File: src/rtl/ltl_nfa_engine_pkg.sv
// Shared types for the programmable LTL NFA engine: configuration kinds,
// STE start types and the configuration payload width helper.
package ltl_nfa_pkg;

  // Kind of table addressed by a configuration write
  typedef enum logic [1:0] {
    CFG_INTV = 2'd0,
    CFG_ADJ  = 2'd1,
    CFG_ATTR = 2'd2
  } cfg_kind_e;

  // How an STE may become enabled without an incoming edge
  typedef enum logic [1:0] {
    ST_NONE = 2'd0,
    ST_SOD  = 2'd1,
    ST_ALL  = 2'd2
  } start_type_e;

  // Configuration payload must carry an interval {valid,hi,lo}, an adjacency
  // row, or the 3-bit attribute word, whichever is widest.
  function automatic int cfg_width(input int sym_w, input int n_states);
    int w;
    w = 2 * sym_w + 1;
    if (n_states > w) begin
      w = n_states;
    end else begin
      w = w;
    end
    if (w < 3) begin
      w = 3;
    end else begin
      w = w;
    end
    return w;
  endfunction

endpackage

File: src/rtl/ltl_nfa_engine_evt_fifo.sv
// Report-event FIFO. A push into a full FIFO is still accepted when the head
// is popped in the same cycle; otherwise it is dropped and drop_o pulses.
module ltl_evt_fifo #(
  parameter int DEPTH = 4,
  parameter int W     = 8
) (
  input  logic         clk,
  input  logic         reset,
  input  logic         push_i,
  input  logic [W-1:0] data_i,
  input  logic         ready_i,
  output logic         valid_o,
  output logic [W-1:0] data_o,
  output logic         drop_o
);

  localparam int AW = (DEPTH > 1) ? $clog2(DEPTH) : 1;
  localparam int CW = AW + 1;

  logic [W-1:0]  mem_q [DEPTH];
  logic [AW-1:0] wr_q;
  logic [AW-1:0] rd_q;
  logic [CW-1:0] cnt_q;

  logic full_s;
  logic pop_s;
  logic accept_s;

  assign full_s   = (cnt_q == CW'(DEPTH));
  assign valid_o  = (cnt_q != '0);
  assign data_o   = mem_q[rd_q];
  assign pop_s    = valid_o & ready_i;
  assign accept_s = push_i & (~full_s | pop_s);
  assign drop_o   = push_i & full_s & ~pop_s;

  // Storage, pointers and occupancy; pointers wrap naturally (DEPTH is 2^n)
  always_ff @(posedge clk) begin
    if (reset) begin
      for (int i = 0; i < DEPTH; i++) begin
        mem_q[i] <= '0;
      end
      wr_q  <= '0;
      rd_q  <= '0;
      cnt_q <= '0;
    end else begin
      if (accept_s) begin
        mem_q[wr_q] <= data_i;
        wr_q        <= wr_q + AW'(1);
      end
      if (pop_s) begin
        rd_q <= rd_q + AW'(1);
      end
      case ({accept_s, pop_s})
        2'b10:   cnt_q <= cnt_q + CW'(1);
        2'b01:   cnt_q <= cnt_q - CW'(1);
        default: cnt_q <= cnt_q;
      endcase
    end
  end

endmodule

File: src/rtl/ltl_nfa_engine.sv
// Runtime-programmable NFA engine: N_STATES STEs with interval symbol
// classes, programmable edges, sticky reporting and a timestamped event FIFO.
module ltl_nfa_engine
  import ltl_nfa_pkg::*;
#(
  parameter int N_STATES   = 9,
  parameter int SYM_W      = 8,
  parameter int N_INTV     = 4,
  parameter int FIFO_DEPTH = 4,
  parameter int TS_W       = 16,
  localparam int ST_W      = (N_STATES > 1) ? $clog2(N_STATES) : 1,
  localparam int IDX_W     = (N_INTV > 1) ? $clog2(N_INTV) : 1,
  localparam int CFG_W     = cfg_width(SYM_W, N_STATES)
) (
  input  logic                clk,
  input  logic                reset,
  input  logic                run,
  input  logic [SYM_W-1:0]    symbols,
  input  logic                cfg_we,
  input  logic [1:0]          cfg_kind,
  input  logic [ST_W-1:0]     cfg_state,
  input  logic [IDX_W-1:0]    cfg_idx,
  input  logic [CFG_W-1:0]    cfg_data,
  input  logic                clear_sticky,
  output logic [N_STATES-1:0] active_state,
  output logic [N_STATES-1:0] report,
  output logic [N_STATES-1:0] report_sticky,
  output logic                evt_valid,
  input  logic                evt_ready,
  output logic [N_STATES-1:0] evt_report,
  output logic [TS_W-1:0]     evt_time,
  output logic                evt_overflow
);

  typedef struct packed {
    logic             valid;
    logic [SYM_W-1:0] hi;
    logic [SYM_W-1:0] lo;
  } intv_t;

  // Configuration tables
  intv_t               intv_q  [N_STATES][N_INTV];
  logic [N_STATES-1:0] adj_q   [N_STATES];
  logic [1:0]          stype_q [N_STATES];
  logic [N_STATES-1:0] rmask_q;

  // Run-time state
  logic [N_STATES-1:0] active_q;
  logic                sod_q;
  logic [TS_W-1:0]     ts_q;
  logic [N_STATES-1:0] sticky_q;
  logic [N_STATES-1:0] sticky_d;
  logic                ovf_q;
  logic                ovf_d;

  logic                cfg_en_s;
  logic [N_STATES-1:0] match_s;
  logic [N_STATES-1:0] enable_s;
  logic [N_STATES-1:0] next_active_s;
  logic [N_STATES-1:0] next_report_s;
  logic                push_s;
  logic                drop_s;
  logic [TS_W+N_STATES-1:0] head_s;
  logic                unused_cfg_s;

  // Configuration is frozen while symbols are flowing
  assign cfg_en_s     = cfg_we & ~run;
  assign unused_cfg_s = ^cfg_data;

  // Configuration table writes, decoded by kind, STE and interval index
  always_ff @(posedge clk) begin
    if (reset) begin
      for (int i = 0; i < N_STATES; i++) begin
        adj_q[i]   <= '0;
        stype_q[i] <= 2'd0;
        for (int k = 0; k < N_INTV; k++) begin
          intv_q[i][k] <= '0;
        end
      end
      rmask_q <= '0;
    end else if (cfg_en_s) begin
      for (int i = 0; i < N_STATES; i++) begin
        if (cfg_state == ST_W'(i)) begin
          case (cfg_kind)
            CFG_INTV: begin
              for (int k = 0; k < N_INTV; k++) begin
                if (cfg_idx == IDX_W'(k)) begin
                  intv_q[i][k].valid <= cfg_data[2*SYM_W];
                  intv_q[i][k].hi    <= cfg_data[2*SYM_W-1:SYM_W];
                  intv_q[i][k].lo    <= cfg_data[SYM_W-1:0];
                end
              end
            end
            CFG_ADJ:  adj_q[i] <= cfg_data[N_STATES-1:0];
            CFG_ATTR: begin
              stype_q[i] <= cfg_data[1:0];
              rmask_q[i] <= cfg_data[2];
            end
            default: ;
          endcase
        end
      end
    end
  end

  // Per-STE symbol match and enable; start type 3 behaves as ST_NONE
  for (genvar g = 0; g < N_STATES; g++) begin : g_ste
    logic [N_INTV-1:0] hit_s;
    for (genvar k = 0; k < N_INTV; k++) begin : g_intv
      assign hit_s[k] = intv_q[g][k].valid
                      & (symbols >= intv_q[g][k].lo)
                      & (symbols <= intv_q[g][k].hi);
    end
    assign match_s[g]  = |hit_s;
    assign enable_s[g] = (stype_q[g] == ST_ALL)
                       | ((stype_q[g] == ST_SOD) & sod_q)
                       | (|(adj_q[g] & active_q));
  end

  assign next_active_s = enable_s & match_s;
  assign next_report_s = next_active_s & rmask_q;
  assign push_s        = run & (|next_report_s);

  // Sticky status next-state: a same-cycle set beats clear_sticky
  always_comb begin
    sticky_d = sticky_q;
    ovf_d    = ovf_q;
    if (clear_sticky) begin
      sticky_d = '0;
      ovf_d    = 1'b0;
    end else begin
      sticky_d = sticky_q;
      ovf_d    = ovf_q;
    end
    if (run) begin
      sticky_d = sticky_d | next_report_s;
    end else begin
      sticky_d = sticky_d;
    end
    if (drop_s) begin
      ovf_d = 1'b1;
    end else begin
      ovf_d = ovf_d;
    end
  end

  // STE activity, start-of-data flag, symbol timestamp and sticky status
  always_ff @(posedge clk) begin
    if (reset) begin
      active_q <= '0;
      sod_q    <= 1'b1;
      ts_q     <= '0;
      sticky_q <= '0;
      ovf_q    <= 1'b0;
    end else begin
      if (run) begin
        active_q <= next_active_s;
        sod_q    <= 1'b0;
        ts_q     <= ts_q + TS_W'(1);
      end
      sticky_q <= sticky_d;
      ovf_q    <= ovf_d;
    end
  end

  // Events carry the index of the symbol that produced them
  ltl_evt_fifo #(
    .DEPTH (FIFO_DEPTH),
    .W     (TS_W + N_STATES)
  ) u_fifo (
    .clk     (clk),
    .reset   (reset),
    .push_i  (push_s),
    .data_i  ({ts_q, next_report_s}),
    .ready_i (evt_ready),
    .valid_o (evt_valid),
    .data_o  (head_s),
    .drop_o  (drop_s)
  );

  assign evt_time      = head_s[TS_W+N_STATES-1:N_STATES];
  assign evt_report    = head_s[N_STATES-1:0];
  assign active_state  = active_q;
  assign report        = active_q & rmask_q;
  assign report_sticky = sticky_q;
  assign evt_overflow  = ovf_q;

endmodule

File: config.mk
export PLATFORM = sky130hd
export DESIGN_NAME = ltl_nfa_engine
export DESIGN_NICKNAME = d
export VERILOG_FILES = /design/src/rtl/ltl_nfa_engine_pkg.sv /design/src/rtl/ltl_nfa_engine_evt_fifo.sv /design/src/rtl/ltl_nfa_engine.sv
export SDC_FILE = /design/constraint.sdc
export NUM_CORES = 2
export LEC_CHECK = 0
export BUFFER_PORTS_ARGS = -buffer_cell sky130_fd_sc_hd__buf_2
export CORE_AREA = 2 2 361 452
export CTS_CLUSTER_DIAMETER = 40
export DETAILED_ROUTE_END_ITERATION = 16
export DIE_AREA = 0 0 363 454
export PLACE_DENSITY_LB_ADDON = 0.2
export SETUP_SLACK_MARGIN = 0.15
export SLEW_MARGIN = 20
export SYNTH_ARGS = -nofsm -noshare
export SYNTH_HDL_FRONTEND = slang
export SYNTH_SLANG_ARGS = --single-unit
export TNS_END_PERCENT = 50
File: constraint.sdc
create_clock -name clk -period 12.5 [get_ports clk]
set_clock_uncertainty 0.1 [all_clocks]
set_input_delay 2.5 -clock clk [delete_from_list [all_inputs] [get_ports clk]]
set_output_delay 2.5 -clock clk [all_outputs]
set_load 0.05 [all_outputs]
==> impl_metrics.csv <==
group,metric,value,unit
floorplan,floorplan.initialDensity,0.2972,
drt,wl_per_cell,21.60,um
global_routing,antenna_found_initial,18,
final_layout,syn_to_final_growth,15.77,%
global_routing,grt_usage,0.1705,
global_routing,grt_pass1_vias,30978,
pwr,ir_drop,0.0001309,V
pwr,swShare,0.2538,
global_routing,grt_max_degree,60,
pwr,power.share.clock,0.481,
setup_path,cp.required,12.77,ns
clock_tree,cts_root_buf,"clkbuf_16",
drt,ant_nets,0,
synth,ys_seq_elements,865,
final_layout,nets,4897,
clock_tree,htree_levels,4,
clock_tree,clk_latency,0.77,ns
setup_path,r2r-end,"u_fifo.mem_q[0][19]",
floorplan,die_w,363,um
clock_tree,cts_tree,"built",
pwr,combPwrFrac,0.098,
placed_design,gp_congestion,0.7895,
timing,rsz0062_at_grt,"false",
setup_path,path_class,"in2reg",
placed_design,detailedPlace.worstSlack,4.044,ns
final_layout,mostFrequentLayoutCell,"edfxtp_1",
synth,synth_edf_count,811,
setup_path,worstSetupEndpointType,"flop",
drt,wirelength,139900,um
synth,yosysSeqAreaShare,0.5321,
setup_path,critPathMaxFanout,41,
final_layout,drive_gt1_frac,0.09799,
clock_tree,postCtsHoldBufs,0,
clock_tree,clk_path_buf_depth,3,
setup_path,reg2reg_slack,7.52,ns
final_layout,layout_common_cells,"811 x edfxtp_1, 660 x and2_1, 577 x ha_1",
placed_design,port_buffers,92,
synth,synth_flop_cell,"edfxtp_1",
drt,vias_per_cell,4.787,
clock_tree,clk_pin_slew,0.06,ns
synth,syn_area,47800,um2
floorplan,dieArea,164800,um2
setup_path,worstRegToRegCells,11,
timing,setup_viol,0,
setup_path,worstReg2RegStart,"intv_q[0][323]",
timing,min_period_over_period,0.6038,
placed_design,detailed_place_hpwl,82430,um
drt,first_pass_iters,7,
min_path,whs_path_depth,2,
timing,fin_setup_tns,0,ns
floorplan,ios,93,
synth,ys_types,85,
clock_tree,cts_buffers,135,
min_path,min_from,"evt_overflow",
outcome,status,"finished, final reports clean",
drt,num_vias,31018,
drt,drt-initial-drc-count,1997,
drt,drc_errors,0,
setup_path,critPathArrivalTime,7.82,ns
clock_tree,cts_setup_buffers,0,
final_layout,fill_cells,15896,
pwr,seq_power_share,0.421,
timing,relSlewSlack,0.2229,
global_routing,gr-total-overflow,0,
timing,worst_slack,4.953,ns
timing,clock.fmax,0.1325,GHz
flow_run,max_cap_violations,0,
timing,slew_violations,0,
pwr,p_sw,2.022,mW
setup_path,start_kind,"input pin",
timing,worstMarginPinSlew,1.164,ns
floorplan,die_y,454,um
clock_tree,post_cts_resized,0,
floorplan,core,160800,um2
synth,synth_nets,4756,
pwr,power_density,144.0,nW/um2
min_path,hold_class,"reg2reg",
clock_tree,cts.sinks,865,
pwr,p_int,5.944,mW
timing,final-hold-violation-count,0,
floorplan,row_count,165,
timing,period_needed,7.547,ns
synth,syn_inst,4139,
synth,syn_area_per_cell,11.55,um2
min_path,worstHoldEndpoint,"evt_overflow",
pwr,power.static_leakage,23.39,nW
synth,ys_warn_count,0,
global_routing,grt_first_pass_wirelength,205000,um
synth,ys_async_sr_fraction,0,
-- synthesized netlist by cell type, types with 4 or more instances --
library cell | count | area [um2]
mux4_2 | 25 | 563.0
a221oi_2 | 5 | 75.07
a22o_1 | 20 | 175.2
nand2_1 | 138 | 518.0
o21ai_0 | 125 | 625.6
edfxtp_1 | 811 | 24350
a31oi_1 | 12 | 75.07
nand3_1 | 50 | 250.2
dfxtp_1 | 54 | 1081
a21o_1 | 81 | 608.1
nor2b_1 | 47 | 294.0
inv_1 | 565 | 2121
nor3_1 | 20 | 100.1
nand4_1 | 67 | 419.2
nand2b_1 | 48 | 300.3
a31o_2 | 4 | 35.03
and4_1 | 8 | 70.07
nand3b_1 | 8 | 60.06
and2_1 | 660 | 4129
a21oi_1 | 197 | 986.0
o21a_1 | 21 | 157.7
a32oi_1 | 6 | 52.55
xnor2_1 | 6 | 52.55
a22oi_1 | 21 | 157.7
o2111ai_1 | 5 | 43.79
clkbuf_1 | 132 | 495.5
ha_1 | 577 | 7219
or3_1 | 11 | 68.82
a221o_1 | 7 | 70.07
nor3b_1 | 4 | 30.03
o22ai_1 | 16 | 100.1
o21bai_1 | 10 | 75.07
and3_1 | 29 | 181.4
a2111oi_2 | 6 | 90.09
xor2_1 | 8 | 70.07
nor2_1 | 169 | 634.4
buf_1 | 4 | 15.01
a211oi_1 | 16 | 120.1
mux2i_1 | 12 | 120.1
o211ai_1 | 27 | 202.7
a2111oi_0 | 10 | 87.58
a221oi_1 | 10 | 87.58
a211o_1 | 12 | 105.1
buf_2 | 6 | 30.03
-- critical path, cell delays in order --
cell and delay [ns]:
buf_2 0.13, inv_4 0.49, buf_4 0.80, ha_1 0.25
nand2b_1 0.10, a2111oi_0 0.08, or4_1 0.48, a221oi_1 0.35
a2111oi_2 0.10, buf_4 0.20, nor3b_2 0.41, nor3_2 0.13
a31oi_2 0.78, nor3b_2 0.32, or2_2 0.65
-- stage by stage --
| stage | power, mW | std cells | area, um2 | utilization | hold slack [ns] |
|---|---|---|---|---|---|
| 6_report | 7.965 | 6479 | 55330 | 0.3441 | 0.3762 |
| 5_1_grt | 8.273 | 6476 | 55330 | 0.3440 | 0.3917 |
| 4_1_cts | 8.063 | 6475 | 55320 | 0.3440 | 0.3733 |
| 3_5_place_dp | 4.209 | 6230 | 50780 | 0.3157 | 0.3656 |
| 3_3_place_gp | 4.197 | 6230 | 50780 | 0.3157 | 0.3608 |
| 2_1_floorplan | 3.883 | 4139 | 47800 | - | 0.3568 |
-- power by group through the flow --
stage	Sequential [mW]	Combinational, mW	Clock [mW]
4_1_cts	3.36	0.797	3.91
5_1_grt	3.37	0.880	4.02
2_1_floorplan	3.40	0.487	0
3_3_place_gp	3.41	0.784	0
6_report	3.36	0.778	3.83
3_5_place_dp	3.42	0.793	0
-- cells by family after synthesis --
family,share of synthesized area
XOR/XNOR,0.002565
AO/OA/AOI/OAI,0.09133
buffers and inverters,0.05670
adder cells (fa/ha/maj),0.1515
flip-flops,0.5321
AND/OR/NAND/NOR,0.1513
multiplexers,0.01453
-- registers in the layout, summed over array words and instances (netlist names), named ones only --
register       count
u_fifo.mem_q     100
rmask_q            9
u_fifo.cnt_q       3
u_fifo.wr_q        2
ts_q              16
intv_q           612
u_fifo.rd_q        2
evt_overflow       1
adj_q             81
active_state       9
stype_q           18
report_sticky      9
sod_q              1
-- layout make-up --
cell class	count	area [um2]	area share
antenna	4	10.01	0.0001809
clock buffer	156	3540	0.06397
clock inverter	89	1003	0.01813
inverter	567	2131	0.03851
multi-input combinational	2561	19670	0.3555
sequential	865	25440	0.4597
tap	2087	2611	0.04719
timing repair buffer	150	930.9	0.01682
-- worst max-delay path by stage --
stage	start	endpoint	cells past startpoint	slack [ns]
final	symbols[0]	u_fifo.mem_q[0][19]	15	4.95
after global routing	symbols[0]	u_fifo.mem_q[0][19]	15	4.50
after CTS	symbols[0]	u_fifo.mem_q[0][19]	15	4.86
after detailed placement	symbols[0]	u_fifo.mem_q[0][24]	15	4.04
after global placement	symbols[6]	u_fifo.mem_q[0][24]	12	4.06
after floorplan	symbols[0]	u_fifo.cnt_q[2]	17	5.19
-- layer usage --
layer	track usage	vias up	share of wire
li1	-	14930	-
met2	0.3033	651	0.50
met4	0.06120	6	0.031
met5	0	-	0.00025
met3	0.02466	226	0.043
met1	0.2086	15205	0.42
(Power assumes the default switching activity.)
